$ cat src/rtl/commu_rx_inf.sv
// Serial link receiver: one start bit, 16 data bits MSB first, two stop bits.
// Recovers one word per frame, flags bad stop bits and keeps a saturating error count.
module commu_rx_inf #(
    parameter int SYNC_STAGES = 2
) (
    input  logic        clk_sys,
    input  logic        rst,
    input  logic        rx,
    input  logic [19:0] tbit_period,
    output logic [15:0] data_rx,
    output logic        done_rx,
    output logic        err_frame,
    output logic        busy_rx,
    output logic [7:0]  cnt_err,
    input  logic        clr_err
);

    typedef enum logic [2:0] {
        S_IDLE,
        S_START,
        S_DATA,
        S_STOP,
        S_WAIT
    } state_t;

    state_t                 state;
    logic [SYNC_STAGES-1:0] sync_q;
    logic                   rx_s;
    logic                   rx_d;
    logic                   fall;
    logic [19:0]            per;
    logic [19:0]            half;
    logic [19:0]            cnt;
    logic [3:0]             bit_idx;
    logic [15:0]            shreg;

    assign rx_s    = sync_q[SYNC_STAGES-1];
    assign fall    = ~rx_s & rx_d;
    assign half    = per >> 1;
    assign busy_rx = (state != S_IDLE);

    // Input synchronizer and edge-detect flop; idle-high so reset never fakes a start edge
    always_ff @(posedge clk_sys) begin
        if (rst) begin
            sync_q <= '1;
            rx_d   <= 1'b1;
        end else begin
            sync_q <= {sync_q[SYNC_STAGES-2:0], rx};
            rx_d   <= rx_s;
        end
    end

    // Frame state machine; bit samples are taken near the middle of each bit
    always_ff @(posedge clk_sys) begin
        if (rst) begin
            state     <= S_IDLE;
            cnt       <= '0;
            bit_idx   <= '0;
            data_rx   <= '0;
            done_rx   <= 1'b0;
            err_frame <= 1'b0;
            cnt_err   <= '0;
        end else begin
            done_rx   <= 1'b0;
            err_frame <= 1'b0;
            case (state)
                S_IDLE: begin
                    if (fall && (tbit_period >= 20'd4)) begin
                        per   <= tbit_period;
                        cnt   <= '0;
                        state <= S_START;
                    end
                end
                S_START: begin
                    if (cnt == half - 20'd1) begin
                        cnt <= '0;
                        if (rx_s) begin
                            state <= S_IDLE;
                        end else begin
                            bit_idx <= 4'd15;
                            state   <= S_DATA;
                        end
                    end else begin
                        cnt <= cnt + 20'd1;
                    end
                end
                S_DATA: begin
                    if (cnt == per - 20'd1) begin
                        cnt   <= '0;
                        shreg <= {shreg[14:0], rx_s};
                        if (bit_idx == 4'd0) begin
                            state <= S_STOP;
                        end else begin
                            bit_idx <= bit_idx - 4'd1;
                        end
                    end else begin
                        cnt <= cnt + 20'd1;
                    end
                end
                S_STOP: begin
                    if (cnt == per - 20'd1) begin
                        cnt <= '0;
                        if (rx_s) begin
                            data_rx <= shreg;
                            done_rx <= 1'b1;
                        end else begin
                            err_frame <= 1'b1;
                            if (cnt_err != 8'hFF) begin
                                cnt_err <= cnt_err + 8'd1;
                            end
                        end
                        state <= S_WAIT;
                    end else begin
                        cnt <= cnt + 20'd1;
                    end
                end
                S_WAIT: begin
                    // A held-low line (break) parks here instead of producing frames
                    if (rx_s) begin
                        cnt   <= '0;
                        state <= S_IDLE;
                    end
                end
                default: begin
                    cnt   <= '0;
                    state <= S_IDLE;
                end
            endcase
            if (clr_err) begin
                cnt_err <= '0;
            end
        end
    end

endmodule

$ cat config.mk
export PLATFORM = sky130hd
export DESIGN_NAME = commu_rx_inf
export DESIGN_NICKNAME = d
export VERILOG_FILES = /design/src/rtl/commu_rx_inf.sv
export SDC_FILE = /design/constraint.sdc
export NUM_CORES = 1
export LEC_CHECK = 0
export BUFFER_PORTS_ARGS = -buffer_cell sky130_fd_sc_hd__buf_2
export CAP_MARGIN = 10
export CELL_PAD_IN_SITES_DETAIL_PLACEMENT = 1
export CELL_PAD_IN_SITES_GLOBAL_PLACEMENT = 1
export CORE_MARGIN = 1
export CORE_UTILIZATION = 46
export DETAILED_ROUTE_END_ITERATION = 7
export PLACE_DENSITY_LB_ADDON = 0.1
export SYNTH_ARGS = -nofsm -noshare
export SYNTH_HDL_FRONTEND = slang
export SYNTH_SLANG_ARGS = --single-unit
$ cat constraint.sdc
create_clock -name clk_sys -period 4.3 [get_ports clk_sys]
set_input_delay 0.43 -clock clk_sys [delete_from_list [all_inputs] [get_ports clk_sys]]
set_output_delay 0.43 -clock clk_sys [all_outputs]
set_load 0.02 [all_outputs]
==> flow_summary.json <==
{
  "outcome": "completed",
  "synth-seq-cells": 92,
  "ys_dominant_reg_cell": "sky130_fd_sc_hd__dfxtp_1",
  "number_of_diodes": 0,
  "synth_warnings": 0,
  "cts.sinks": 92,
  "final_period_minus_worst_setup_slack_ns": 3.99,
  "antenna_found_initial": 0,
  "synth-edff-count": 36,
  "finalMaxSlewViolations": 0,
  "power_density_mw_per_mm2": 286,
  "pin_count": 51,
  "clock_insertion_delay_worst_skew_ns": 0.39,
  "finalNetCount": 597,
  "cts_hold_buf": 0,
  "achievable-frequency_ghz": 0.251,
  "yosysSeqAreaShare_pct": 43.0,
  "timing.reg2reg.worst_path_depth": 11,
  "place_congestion": 0.903,
  "clk_pin_slew_worst_paths_ns": 0.09,
  "most_frequent_standard_cell_in_the_layout_excluding_fill_and_tap_cells": "sky130_fd_sc_hd__dfxtp_1",
  "min_delay_worst_endpoint": "per[0]$_DFFE_PP_",
  "min-delay-path-class": "in2reg",
  "post_synth.cell_area_avg_sq_um": 9.50,
  "h_tree_level_count": 3,
  "initial_core_util_pct": 47.2,
  "worst_slew_pin_slew_ns": 0.992,
  "cts_tree": "done",
  "route.final.wire_length_microns": 13300,
  "io_buffer_count": 50,
  "clock_buffers_created_by_tritoncts": 9,
  "reg2reg_slack_ns": 0.31,
  "timing.setup.tns_ns": 0,
  "pwr-share-clk_pct": 38.0,
  "via_count_of_the_first_global_routing_pass": 4244,
  "fillers": 1248,
  "row_count": 38,
  "area_growth_syn_to_layout_pct": 10.5,
  "drcViolationCount": 0,
  "pwr-share-seq_pct": 57.0,
  "crit_fanout": 16,
  "layout_common_cells": "sky130_fd_sc_hd__dfxtp_1 (56), sky130_fd_sc_hd__buf_2 (50), sky130_fd_sc_hd__xnor2_1 (45), sky130_fd_sc_hd__nor2_1 (45), sky130_fd_sc_hd__edfxtp_1 (36)",
  "clock_tree.buffer_depth": 2,
  "switching_share_pct": 24.7,
  "placedInstanceArea_sq_mm": 0.00545,
  "design.die.area_sq_mm": 0.0116,
  "first_pass_grt_wire_length_microns": 21900,
  "async_flop_share_pct": 0,
  "finalCritPeriodShare_pct": 92.8,
  "synthesis.instances": 539,
  "synthDistinctLibCells": 60,
  "setup_viol": 0,
  "p_comb_share_pct": 5.0,
  "syn-num-nets": 568,
  "gr-total-overflow": 0,
  "post-cts-setup-buffer-count": 0,
  "final_critical_path_setup_slack_ns": 0.310,
  "r2r-start": "per[1]$_DFFE_PP_",
  "reg2reg_to": "data_rx[10]$_SDFFE_PP0P_",
  "syn_area_sq_mm": 0.00512,
  "largest_net_degree_at_the_start_of_global_routing": 37,
  "dpl.hpwl_microns": 10100,
  "fp.dieH_microns": 108,
  "maxSlewHeadroom_pct": 33.6,
  "hold_viol": 0,
  "detailedRoute.firstIterationViolations": 169,
  "drt_pass1_iterations": 4,
  "grt_setup_unrepaired": "no",
  "routed-via-count": 4263,
  "switching_power_mw": 0.400,
  "grt_usage_pct": 24.8,
  "wl_per_cell_microns": 18.7,
  "cts_root_buffer": "sky130_fd_sc_hd__clkbuf_8",
  "timing_worst_setup_path_type": "reg2reg",
  "power.ir.vdd_worst_mv": 0.157,
  "worst-endpoint-arrival_ns": 4.24,
  "postRouteAntennaNets": 0,
  "timing.hold.worst_path_depth": 1,
  "p_int_mw": 1.22,
  "capturing_element_type_of_the_critical_path": "flop",
  "fin_worst_skew_ns": 0.0184,
  "die_width_microns": 108,
  "final_area_sq_mm": 0.00566,
  "critical_path.startpoint_type": "flop",
  "pre_cts_slack_ns": 0.306,
  "share_of_post_route_cells_with_drive_strength_above_1_pct": 17.5,
  "max-cap-violations": 0,
  "min-delay-start": "tbit_period[0]",
  "critPathRequiredTime_ns": 4.55,
  "design.core.area_sq_mm": 0.0108,
  "drt-vias-per-instance": 5.98,
  "leakage_dissipation_nw": 1.95
}
[state kept, by name, indices dropped and copies added (netlist names)]
name,cells
data_rx,16
shreg,16
state,3
bit_idx,4
cnt_err,8
done_rx,1
cnt,20
sync_q,2
err_frame,1
per,20
rx_d,1
[cells in the mapped netlist, drive strengths merged, types with 2 or more instances]
library cell  count  share of area [%]
a211o             2               0.34
a211oi            4               0.59
a21bo             2               0.39
a21boi            2               0.29
a21o              6               0.88
a21oi            22                2.2
a221oi            5               0.86
a22o              2               0.34
a31o              3               0.51
a31oi             5               0.61
a41oi             2               0.34
and3              7               0.86
and4              6                1.0
buf              10                1.1
clkbuf           31                2.3
dfxtp            56                 22
edfxtp           36                 21
ha                5                1.2
inv              11               0.81
mux2i            22                4.3
nand2            27                2.0
nand2b           11                1.3
nand3            13                1.3
nand3b            4               0.59
nand4            15                1.8
nor2             46                3.4
nor2b             4               0.49
nor3             11                1.1
nor3b             5               0.73
nor4             11                1.6
nor4b             3               0.51
o211ai            5               0.73
o21a              5               0.73
o21ai            15                1.5
o31ai             2               0.29
or2              10                1.2
or3              13                1.6
or4              17                2.6
or4b              6                1.2
xnor2            45                7.7
xor2             19                3.2
[power groups by stage]
stage | registers, mW | clock network, mW | logic, mW
after floorplan | 0.933 | 0 | 0.0564
after global placement | 0.942 | 0 | 0.0781
after detailed placement | 0.942 | 0 | 0.0804
after CTS | 0.922 | 0.634 | 0.0810
after global routing | 0.924 | 0.665 | 0.0897
final | 0.922 | 0.615 | 0.0807
[what timing repair did]
item                                    in CTS  in global routing
endpoints found under the setup margin       0                 15
endpoints found under the hold margin        0                  0
gates resized for setup                      0                  1
[worst max-delay path: stages (launching register included)]
cell,delay (ns)
sky130_fd_sc_hd__edfxtp_1,0.44
sky130_fd_sc_hd__inv_1,0.14
sky130_fd_sc_hd__ha_1,0.31
sky130_fd_sc_hd__or4b_1,0.61
sky130_fd_sc_hd__or4_1,0.52
sky130_fd_sc_hd__o21a_1,0.20
sky130_fd_sc_hd__o21bai_1,0.16
sky130_fd_sc_hd__or4_4,0.55
sky130_fd_sc_hd__nor4_4,0.27
sky130_fd_sc_hd__buf_4,0.33
sky130_fd_sc_hd__mux2i_1,0.27
sky130_fd_sc_hd__nor2_1,0.06
[layer usage]
metal	up-vias	GRT usage, %	wire length, microns
met5	-	0	0
met4	0	11.7	347
met3	25	4.06	698
met2	98	39.4	6290
met1	2119	32.7	5990
li1	2021	-	-
[worst max-delay path by stage]
stage	start	endpoint	slack, ns
2_1_floorplan	per[1]$_DFFE_PP_	shreg[0]$_DFFE_PP_	0.39
3_5_place_dp	per[1]$_DFFE_PP_	shreg[15]$_DFFE_PP_	0.31
3_3_place_gp	per[2]$_DFFE_PP_	shreg[15]$_DFFE_PP_	0.39
4_1_cts	per[1]$_DFFE_PP_	shreg[14]$_DFFE_PP_	0.31
5_1_grt	per[1]$_DFFE_PP_	shreg[0]$_DFFE_PP_	0.06
6_report	per[1]$_DFFE_PP_	data_rx[10]$_SDFFE_PP0P_	0.31
[kinds of logic after synthesis]
family | synth area share (%)
XOR/XNOR | 11.4
AND/OR/NAND/NOR | 23.6
flip-flops | 43.0
multiplexers | 4.52
buffers and inverters | 4.20
adder cells (fa/ha/maj) | 1.22
AO/OA/AOI/OAI | 12.0
[metrics by stage]
stage | utilization [%] | total power [mW] | hold WS [ns] | std cells
2_1_floorplan | - | 0.990 | 0.389 | 539
3_3_place_gp | 50.3 | 1.02 | 0.393 | 697
3_5_place_dp | 50.3 | 1.02 | 0.400 | 697
4_1_cts | 52.2 | 1.64 | 0.212 | 713
5_1_grt | 52.2 | 1.68 | 0.212 | 713
6_report | 52.2 | 1.62 | 0.230 | 713
[final cells by class]
class / instances / area, sq um / share of cell area [%]
Tap cell: 140 / 175 / 3.10
Timing Repair Buffer: 59 / 318 / 5.62
Sequential cell: 92 / 2200 / 38.9
Multi-Input combinational cell: 395 / 2720 / 48.0
Clock inverter: 7 / 80.1 / 1.41
Clock buffer: 9 / 124 / 2.19
Inverter: 11 / 41.3 / 0.730
(Power assumes the default switching activity.)
